`config.mk`:
```
export PLATFORM = sky130hd
export DESIGN_NAME = cim_tile_resp_flat
export DESIGN_NICKNAME = d
export VERILOG_FILES = /design/src/rtl/cim_tile_resp_if.sv /design/src/rtl/cim_tile_resp.sv /design/src/flat_wrapper.sv
export SDC_FILE = /design/constraint.sdc
export NUM_CORES = 2
export LEC_CHECK = 0
export ABC_AREA = 1
export CORE_MARGIN = 1
export CORE_UTILIZATION = 50
export CTS_BUF_LIST = sky130_fd_sc_hd__clkbuf_8
export CTS_CLUSTER_DIAMETER = 150
export CTS_CLUSTER_SIZE = 20
export DETAILED_ROUTE_END_ITERATION = 10
export GPL_TIMING_DRIVEN = 0
export PLACE_DENSITY = 0.66
export SLEW_MARGIN = 10
export SYNTH_ARGS = -nofsm -noshare
export SYNTH_HDL_FRONTEND = slang
export SYNTH_SLANG_ARGS = --single-unit
```
`constraint.sdc`:
```
create_clock -name clk -period 8 [get_ports clk]
set_clock_uncertainty 0.1 [all_clocks]
set_input_delay 1.6 -clock clk [delete_from_list [all_inputs] [get_ports clk]]
set_output_delay 1.6 -clock clk [all_outputs]
set_load 0.03 [all_outputs]
```
`src/rtl/cim_tile_resp_if.sv`:
```
// cim_tile_resp_if: write, compute-start and result-read signals of the CIM tile
interface cim_tile_resp_if #(
   parameter int XBAR_SIZE      = 16,
   parameter int DATA_SIZE      = 8,
   parameter int BUS_WIDTH      = 16,
   parameter int OUT_ELEMS      = 4,
   parameter int NUM_CHANNELS   = 2,
   parameter int OBUF_DATA_SIZE = 2*DATA_SIZE+$clog2(XBAR_SIZE)
);
   localparam int EPW           = BUS_WIDTH / DATA_SIZE;
   localparam int NUM_ADDR      = XBAR_SIZE / EPW;
   localparam int NUM_ADDR_OBUF = OUT_ELEMS / NUM_CHANNELS;
   localparam int AW            = NUM_ADDR > 1 ? $clog2(NUM_ADDR) : 1;
   localparam int OAW           = NUM_ADDR_OBUF > 1 ? $clog2(NUM_ADDR_OBUF) : 1;
   localparam int RW            = XBAR_SIZE > 1 ? $clog2(XBAR_SIZE) : 1;
   logic                                       i_cim_we;
   logic [AW-1:0]                              i_cim_addr;
   logic [BUS_WIDTH-1:0]                       i_cim_data;
   logic                                       i_cim_start;
   logic                                       o_cim_ready;
   logic [OAW-1:0]                             i_obuf_addr;
   logic [NUM_CHANNELS-1:0][OBUF_DATA_SIZE-1:0] o_obuf_data;
   logic                                       i_w_we;
   logic [RW-1:0]                              i_w_row;
   logic [OUT_ELEMS*DATA_SIZE-1:0]             i_w_data;
   modport slave (
      input  i_cim_we, i_cim_addr, i_cim_data, i_cim_start, i_obuf_addr, i_w_we, i_w_row, i_w_data,
      output o_cim_ready, o_obuf_data
   );
   modport master (
      output i_cim_we, i_cim_addr, i_cim_data, i_cim_start, i_obuf_addr, i_w_we, i_w_row, i_w_data,
      input  o_cim_ready, o_obuf_data
   );
endinterface

```
`src/rtl/cim_tile_resp.sv`:
```
// cim_tile_resp: crossbar MAC tile, one weight row per cycle into signed accumulators; CIM_TILE_RELU_EN clamps committed results at zero
module cim_tile_resp #(
   parameter int XBAR_SIZE      = 16,
   parameter int DATA_SIZE      = 8,
   parameter int BUS_WIDTH      = 16,
   parameter int OUT_ELEMS      = 4,
   parameter int NUM_CHANNELS   = 2,
   parameter int OBUF_DATA_SIZE = 2*DATA_SIZE+$clog2(XBAR_SIZE)
) (
   input logic              clk,
   input logic              rst,
   cim_tile_resp_if.slave   bus
);
   localparam int EPW           = BUS_WIDTH / DATA_SIZE;
   localparam int NUM_ADDR      = XBAR_SIZE / EPW;
   localparam int NUM_ADDR_OBUF = OUT_ELEMS / NUM_CHANNELS;
   localparam int AW            = NUM_ADDR > 1 ? $clog2(NUM_ADDR) : 1;
   localparam int RW            = XBAR_SIZE > 1 ? $clog2(XBAR_SIZE) : 1;
   localparam int OEW           = OUT_ELEMS > 1 ? $clog2(OUT_ELEMS) : 1;

   typedef enum logic {IDLE, COMPUTE} state_t;

   state_t                              state_q, state_d;
   logic [RW-1:0]                       row_q, row_d;
   logic [BUS_WIDTH-1:0]                xbuf_q [NUM_ADDR];
   logic [OUT_ELEMS*DATA_SIZE-1:0]      w_q [XBAR_SIZE];
   logic signed [OBUF_DATA_SIZE-1:0]    acc_q [OUT_ELEMS];
   logic signed [OBUF_DATA_SIZE-1:0]    acc_d [OUT_ELEMS];
   logic signed [OBUF_DATA_SIZE-1:0]    obuf_q [OUT_ELEMS];
   logic signed [OBUF_DATA_SIZE-1:0]    obuf_d [OUT_ELEMS];
   logic [NUM_CHANNELS-1:0][OBUF_DATA_SIZE-1:0] rd_q, rd_d;
   logic signed [DATA_SIZE-1:0]         x_el;
   logic signed [2*DATA_SIZE-1:0]       prod [OUT_ELEMS];
   logic [31:0]                         ridx;
   logic                                idle, last;

   assign idle            = state_q == IDLE;
   assign last            = row_q == RW'(XBAR_SIZE-1);
   assign bus.o_cim_ready = idle;
   assign bus.o_obuf_data = rd_q;

   // next state, row MAC, commit of the final sums and the registered obuf read
   always_comb begin
      state_d = state_q;
      row_d   = row_q;
      x_el    = xbuf_q[AW'(32'(row_q) / EPW)][(32'(row_q) % EPW) * DATA_SIZE +: DATA_SIZE];
      for (int j = 0; j < OUT_ELEMS; j++) begin
         prod[j]   = x_el * $signed(w_q[row_q][j*DATA_SIZE +: DATA_SIZE]);
         acc_d[j]  = acc_q[j];
         obuf_d[j] = obuf_q[j];
      end
      if (idle && bus.i_cim_start) begin
         state_d = COMPUTE;
         row_d   = '0;
         for (int j = 0; j < OUT_ELEMS; j++) acc_d[j] = '0;
      end else if (!idle) begin
         row_d = last ? '0 : row_q + RW'(1);
         for (int j = 0; j < OUT_ELEMS; j++) acc_d[j] = acc_q[j] + OBUF_DATA_SIZE'(prod[j]);
         if (last) begin
            state_d = IDLE;
`ifdef CIM_TILE_RELU_EN
            for (int j = 0; j < OUT_ELEMS; j++) obuf_d[j] = acc_d[j][OBUF_DATA_SIZE-1] ? '0 : acc_d[j];
`else
            for (int j = 0; j < OUT_ELEMS; j++) obuf_d[j] = acc_d[j];
`endif
         end
      end
      rd_d = '0;
      ridx = '0;
      for (int c = 0; c < NUM_CHANNELS; c++) begin
         ridx     = 32'(bus.i_obuf_addr) * NUM_CHANNELS + c;
         rd_d[c]  = (32'(bus.i_obuf_addr) < NUM_ADDR_OBUF) ? obuf_q[OEW'(ridx)] : '0;
      end
   end

   // FSM state and row counter
   always_ff @(posedge clk or negedge rst) begin
      if (!rst) begin
         state_q <= IDLE;
         row_q   <= '0;
      end else begin
         state_q <= state_d;
         row_q   <= row_d;
      end
   end

   // accumulators, result buffer, read register and idle-only buffer writes
   always_ff @(posedge clk or negedge rst) begin
      if (!rst) begin
         rd_q <= '0;
         for (int j = 0; j < OUT_ELEMS; j++) begin
            acc_q[j]  <= '0;
            obuf_q[j] <= '0;
         end
         for (int a = 0; a < NUM_ADDR; a++) xbuf_q[a] <= '0;
         for (int r = 0; r < XBAR_SIZE; r++) w_q[r] <= '0;
      end else begin
         rd_q <= rd_d;
         for (int j = 0; j < OUT_ELEMS; j++) begin
            acc_q[j]  <= acc_d[j];
            obuf_q[j] <= obuf_d[j];
         end
         if (idle && bus.i_cim_we && 32'(bus.i_cim_addr) < NUM_ADDR) xbuf_q[bus.i_cim_addr] <= bus.i_cim_data;
         if (idle && bus.i_w_we && 32'(bus.i_w_row) < XBAR_SIZE) w_q[bus.i_w_row] <= bus.i_w_data;
      end
   end
endmodule

```
`src/flat_wrapper.sv`:
```
// flat-port wrapper written by rule: the top's interface ports become plain ports
module cim_tile_resp_flat 
#(
   parameter int XBAR_SIZE      = 16,
   parameter int DATA_SIZE      = 8,
   parameter int BUS_WIDTH      = 16,
   parameter int OUT_ELEMS      = 4,
   parameter int NUM_CHANNELS   = 2,
   parameter int OBUF_DATA_SIZE = 2*DATA_SIZE+$clog2(XBAR_SIZE)
)
  (clk, rst, bus_i_cim_we, bus_i_cim_addr, bus_i_cim_data, bus_i_cim_start, bus_i_obuf_addr, bus_i_w_we, bus_i_w_row, bus_i_w_data, bus_o_cim_ready, bus_o_obuf_data);
  cim_tile_resp_if #(.XBAR_SIZE(XBAR_SIZE), .DATA_SIZE(DATA_SIZE), .BUS_WIDTH(BUS_WIDTH), .OUT_ELEMS(OUT_ELEMS), .NUM_CHANNELS(NUM_CHANNELS), .OBUF_DATA_SIZE(OBUF_DATA_SIZE)) bus_i ();
  input logic clk;
  input logic rst;
  input wire logic [$bits(bus_i.i_cim_we)-1:0] bus_i_cim_we;
  input wire logic [$bits(bus_i.i_cim_addr)-1:0] bus_i_cim_addr;
  input wire logic [$bits(bus_i.i_cim_data)-1:0] bus_i_cim_data;
  input wire logic [$bits(bus_i.i_cim_start)-1:0] bus_i_cim_start;
  input wire logic [$bits(bus_i.i_obuf_addr)-1:0] bus_i_obuf_addr;
  input wire logic [$bits(bus_i.i_w_we)-1:0] bus_i_w_we;
  input wire logic [$bits(bus_i.i_w_row)-1:0] bus_i_w_row;
  input wire logic [$bits(bus_i.i_w_data)-1:0] bus_i_w_data;
  output wire logic [$bits(bus_i.o_cim_ready)-1:0] bus_o_cim_ready;
  output wire logic [$bits(bus_i.o_obuf_data)-1:0] bus_o_obuf_data;
  assign bus_i.i_cim_we = bus_i_cim_we;
  assign bus_i.i_cim_addr = bus_i_cim_addr;
  assign bus_i.i_cim_data = bus_i_cim_data;
  assign bus_i.i_cim_start = bus_i_cim_start;
  assign bus_i.i_obuf_addr = bus_i_obuf_addr;
  assign bus_i.i_w_we = bus_i_w_we;
  assign bus_i.i_w_row = bus_i_w_row;
  assign bus_i.i_w_data = bus_i_w_data;
  assign bus_o_cim_ready = bus_i.o_cim_ready;
  assign bus_o_obuf_data = bus_i.o_obuf_data;
  cim_tile_resp #(.XBAR_SIZE(XBAR_SIZE), .DATA_SIZE(DATA_SIZE), .BUS_WIDTH(BUS_WIDTH), .OUT_ELEMS(OUT_ELEMS), .NUM_CHANNELS(NUM_CHANNELS), .OBUF_DATA_SIZE(OBUF_DATA_SIZE)) u_core (.clk(clk), .rst(rst), .bus(bus_i));
endmodule
```
-- Yosys cells after proc, flatten, opt, wreduce, memory -nomap -nowiden
Cells that the tools add are included.
- bits in registers: 845
- latch bits: 0
- bits in writable memories: 0
- bits in read-only memories: 0
- input bits: 61
- output and inout port bits: 41
- word-level logic and storage cells: 97
- memories kept: 0
- add/sub/neg operators: 6
- multiply operators: 4
- div/mod/pow operators: 0
- $lt $le $gt $ge: 8
- equal/unequal tests: 1
- shifts and indexed selects: 1
- muxes and demuxes: 26
- bitwise gates (word level): 8
- reductions and logical operators: 7
- operators by type and width (cell ; count):
    512-bit bitwise mux ; 1
    80-bit 2-to-1 mux ; 2
    32-bit binary-select mux with 4-bit select ; 1
    128-bit bitwise mux ; 1
    32-bit demux with 4-bit select ; 1
    32-bit 2-to-1 mux ; 3
    20-bit by 16-bit adder with 20-bit output ; 4
    20-bit binary-select mux with 2-bit select ; 2
    20-bit 2-to-1 mux ; 4
    8-bit by 8-bit multiplier with 16-bit output ; 4
    16-bit binary-select mux with 3-bit select ; 1
    16-bit demux with 3-bit select ; 1
    16-bit 2-to-1 mux ; 3
    16-bit by 5-bit variable part select with 8-bit output ; 1
    4-bit 2-to-1 mux ; 3
    5-bit >= comparator (second input constant) ; 2
    4-bit inverter with 5-bit output ; 2
    4-bit >= comparator (second input constant) ; 2
    3-bit inverter with 4-bit output ; 2
    3-bit >= comparator (second input constant) ; 2
    2-bit inverter with 3-bit output ; 2
    1-bit logical AND ; 5
    5-bit by 1-bit < comparator with 1-bit output (second input constant) ; 1
    4-bit by 1-bit adder with 4-bit output (second input constant) ; 1
    7 further kinds ; 10

-- Longest topological paths before layout
- depth in word-level cells: 9
- mapped depth: 35
- mapped depth without buffers: 32

-- Worst setup path after synthesis
No wires, ideal clock.
- path kind: register -> register
- start: reg u_core.row_q[1]
- end: reg u_core.obuf_q[18] (netlist name)
- library setup time: 118 ps
- data arrival time: 5343 ps
- required time: 7782 ps
- slack: 2439 ps
- stages on the path, launching flop included: 28
- clock period less this slack: 5561 ps
- cells stage by stage: dfrtp_1 buf_6 inv_2 buf_6 buf_4 clkbuf_2 o21ai_0 o22ai_1 nand2_1 nand2_1 inv_1 nand2_2 nand2_1 inv_1 fa_1 fa_1 inv_1 fa_1 inv_1 fa_1 ha_1 ha_1 a21oi_1 o21ai_0 a21oi_1 nand3_1 nand3_1 nand2_1
- longest elaborated chain between the ends: 7
- elaborated cells on any way between the ends: 13
- those cells by class: add/sub (1); mul (1); eq/ne (1); shift (1); mux (6); bitwise (2); reduce/logical (1)
- ends and longest elaborated chain (element ; line ; text):
    from (decl) ; cim_tile_resp.sv:24 ; logic [RW-1:0] row_q, row_d;
    from (signal assigned) ; cim_tile_resp.sv:83 ; row_q <= row_d;
    3-bit inverter with 4-bit output (implied by the code) ; cim_tile_resp.sv:46 ; x_el = xbuf_q[AW'(32'(row_q) / EPW)][(32'(row_q) % EPW) * DATA_SIZE +: DATA_SIZE];
    16-bit binary-select mux with 3-bit select ; cim_tile_resp.sv:46 ;
    16-bit 2-to-1 mux (implied by the code) (2 in a row) ; cim_tile_resp.sv:46 ;
    16-bit by 5-bit variable part select with 8-bit output ; cim_tile_resp.sv:46 ;
    8-bit by 8-bit multiplier with 16-bit output ; cim_tile_resp.sv:48 ; prod[j] = x_el * $signed(w_q[row_q][j*DATA_SIZE +: DATA_SIZE]);
    20-bit by 16-bit adder with 20-bit output ; cim_tile_resp.sv:58 ; for (int j = 0; j < OUT_ELEMS; j++) acc_d[j] = acc_q[j] + OBUF_DATA_SIZE'(prod[j]);
    to (signal, indexed assignment) ; cim_tile_resp.sv:101 ; obuf_q[j] <= obuf_d[j];
    to (decl) ; cim_tile_resp.sv:29 ; logic signed [OBUF_DATA_SIZE-1:0] obuf_q [OUT_ELEMS];
Several ways; a longest one is shown, not always the timed one. The select of a mux whose other input is x is not followed.
A chain may end at the register's enable or synchronous reset.

-- Final worst setup path
- start: reg u_core.row_q[0]
- end: reg u_core.obuf_q[19] (netlist name)
- longest elaborated chain between the ends: 6
- elaborated cells on any way between the ends: 9
- those cells by class: add/sub (1); mul (1); eq/ne (1); shift (1); mux (3); bitwise (1); reduce/logical (1)
- ends and longest elaborated chain (element ; line):
    4-bit inverter with 5-bit output (implied by the code) ; cim_tile_resp.sv:48
    32-bit binary-select mux with 4-bit select ; cim_tile_resp.sv:48
    32-bit 2-to-1 mux (2 in a row) ; n/a
    8-bit by 8-bit multiplier with 16-bit output ; cim_tile_resp.sv:48
    20-bit by 16-bit adder with 20-bit output ; cim_tile_resp.sv:58
Several ways; a longest one is shown, not always the timed one. The select of a mux whose other input is x is not followed.

==> results by group <==
Run status
  – Status: finished clean

Clock network
  – Htree depth: 2
  – TritonCTS clock tree: done
  – Sink Count: 845
  – Number of buffers created by CTS: 48
  – Clk Latency, worst-skew pair: 830 ps
  – Cts-stage hold buffer count: 0
  – Clk slew on worst S/H paths: 130 ps
  – Clk buf depth: 3
  – CTS root buffer: clkbuf_8

GRT
  – Pin count of the biggest net entering global routing: 104
  – Overflow left after global routing: 0
  – Number of global-route vias before repair: 43121
  – Total GRT Usage: 0.350
  – First-pass GRT wire length: 270 mm
  – Initial antenna violation count: 1

Synthesis
  – Yosys reg bits: 845
  – Synth Warn #: 0
  – Cell variety after synth: 39
  – Cells after Synth: 6156
  – Mean Syn Cell Area: 8.36 sq um
  – Async SR Flop Fraction: 1.00
  – Post-synth EDFFs: 0
  – Netlist Area Pre-Place: 0.0515 sq mm
  – Sequential share of the synthesized area: 0.411
  – Post-synth top flop: dfrtp_1
  – Syn Nets: 6754

Setup path
  – CP Data Arrival Time: 8290 ps
  – CP required: 8560 ps
  – Crit path buffers/inverters: 5
  – Most Frequent Cell on Critical Path: nand2_1
  – Slowest cell on crit path: clkbuf_1
  – CP peak stage delay: 970 ps
  – Reg2Reg Setup Slack: 270 ps
  – Critical path endpoint category: register
  – Crit path kind: register to register
  – Family with the most delay on the worst path: adder cells
  – CP Max Fanout: 12
  – Crit start category: register

Min path
  – Worst min path class: register to register

Floorplanning
  – Io pins: 102
  – Initial Util: 0.505
  – Die area: 0.104 sq mm
  – Die height: 323 um
  – Chip width: 323 um
  – Row cnt: 117
  – Core area: 0.102 sq mm

Final layout
  – Post-Layout Inst Area: 0.0552 sq mm
  – Layout Nets: 6912
  – Register Area: 0.0211 sq mm
  – Syn-to-layout area delta: 7.17%
  – Multi-input combinational cell area: 0.0258 sq mm
  – Fillcell total: 9741
  – Layout cells sized above 1: 0.0445

Flow run
  – Max Cap Viol: 0

Routing
  – Routed vias: 43961
  – Drt first pass iters: 6
  – Antenna viol nets, final: 0
  – Vias per cell: 5.72
  – DRT iter0 DRCs: 5020
  – Drc violations: 0
  – DR WL/cell: 23.4 um
  – Drt total wl: 180 mm

Placed design
  – Port buffer count: 100
  – Gpl congestion: 0.989
  – Cell Area, Placed: 0.0545 sq mm
  – DP HPWL: 133 mm

Timing
  – Worst relative slew slack: 0.162
  – Worst-margin pin slew: 1260 ps
  – RSZ-0062 raised after global routing: no
  – Fmax: 129 MHz
  – Final setup fails: 0
  – Final Hold Fails: 0
  – Min Tclk post-route: 7730 ps
  – Setup Total Neg Slack: 0 ps
  – Slew Viols, Final: 0
  – Final period utilization: 0.966
cells by family after synthesis:
logic type	Yosys count	synth area share
AND/OR/NAND/NOR	2291	0.177
AO/OA/AOI/OAI	1335	0.136
buffers and inverters	1113	0.0885
multiplexers	13	0.00284
adder cells (fa/ha/maj)	537	0.182
flip-flops	845	0.411
XOR/XNOR	22	0.00374
layout by cell type, fill, tap and decap left out, types with 12 or more instances in the layout:
cell / Yosys / layout
buf_6: 26 / 26
fa_1: 352 / 352
nand2_2: 27 / 27
clkbuf_8: 0 / 48
nand3b_1: 12 / 12
buf_2: 76 / 76
mux2_2: 13 / 13
a21oi_1: 82 / 82
nand3_1: 164 / 164
clkbuf_1: 213 / 211
nor2_1: 497 / 497
xor2_1: 12 / 12
nand4_1: 15 / 15
inv_1: 734 / 734
buf_4: 22 / 22
nand2_1: 1542 / 1542
o22ai_1: 82 / 82
o21ai_0: 985 / 985
o21ai_1: 106 / 106
ha_1: 185 / 185
o211ai_1: 70 / 70
dfrtp_1: 845 / 845
inv_2: 28 / 28
clkdlybuf4s50_1: 0 / 99
registers in the layout, summed over array words and instances (netlist names):
name / cells
u_core.row_q: 4
u_core.bus.o_obuf_data: 40
u_core.state_q: 1
u_core.obuf_q: 80
u_core.acc_q: 80
u_core.xbuf_q: 128
u_core.w_q: 512
per-layer routing:
| metal | GRT usage | share of wire |
|---|---|---|
| met5 | 0 | 0 |
| met4 | 0.206 | 0.066 |
| met3 | 0.0597 | 0.091 |
| met2 | 0.537 | 0.44 |
| met1 | 0.470 | 0.40 |
worst paths after layout:
path                                    from                 to  depth (start not counted)
min in group asynchronous                rst    u_core.w_q[503]                          1
min reg2reg                u_core.obuf_q[32]  u_core.obuf_q[32]                          2
min                        u_core.obuf_q[32]  u_core.obuf_q[32]                          2
max                          u_core.row_q[0]  u_core.obuf_q[19]                         25
max reg2reg                  u_core.row_q[0]  u_core.obuf_q[19]                         25
max in group asynchronous                rst  u_core.xbuf_q[12]                          5
worst register-to-register path, stage by stage (launching register included):
cell and delay (ps):
dfrtp_1 670, clkbuf_1 970, o21ai_0 240, o22ai_1 350
nand2_1 110, nand2_1 80, inv_1 60, nand2_2 290
nand2_1 180, inv_1 580, fa_1 580, fa_1 520
inv_1 60, fa_1 540, inv_1 50, fa_1 440
ha_1 290, ha_1 360, nand2_1 110, nor2_1 250
and2_1 170, nand2_1 50, nand2_1 80, nand3_1 190
nand3_1 220, nand2_1 70
Yosys cell counts (76+ instances only):
cell      number  area [sq um]
fa_1         352          7050
ha_1         185          2310
o22ai_1       82           513
clkbuf_1     213           800
dfrtp_1      845         21100
inv_1        734          2760
nand3_1      164           821
nand2_1     1542          5790
o21ai_0      985          4930
o21ai_1      106           531
buf_2         76           380
a21oi_1       82           410
nor2_1       497          1870
repair_timing:
item	CTS	global route
resized for setup	0	3
setup endpoints to repair	0	2
buffers inserted	0	0
final cells by class:
class	count	share of cell area
tap	1368	0.0310
inverter	765	0.0521
sequential	845	0.383
buffer	347	0.0305
timing repair buffer	109	0.0227
multi-input combinational	4198	0.467
clock buffer	48	0.0120
clock inverter	4	0.00102
antenna	4	0.000181
through the flow:
step                instances  hold slack (ps)   util  setup WS (ps)
global route             7685              409  0.542            142
floorplan                6156              344      -           2440
detailed placement       7633              364  0.534            216
finish                   7688              393  0.542            274
CTS                      7685              396  0.541            161
global placement         7624              360  0.532         -33970
Power is left out: the tool's default activity adds up to more than one toggle a clock period on the data nets, which glitch-free logic cannot reach.
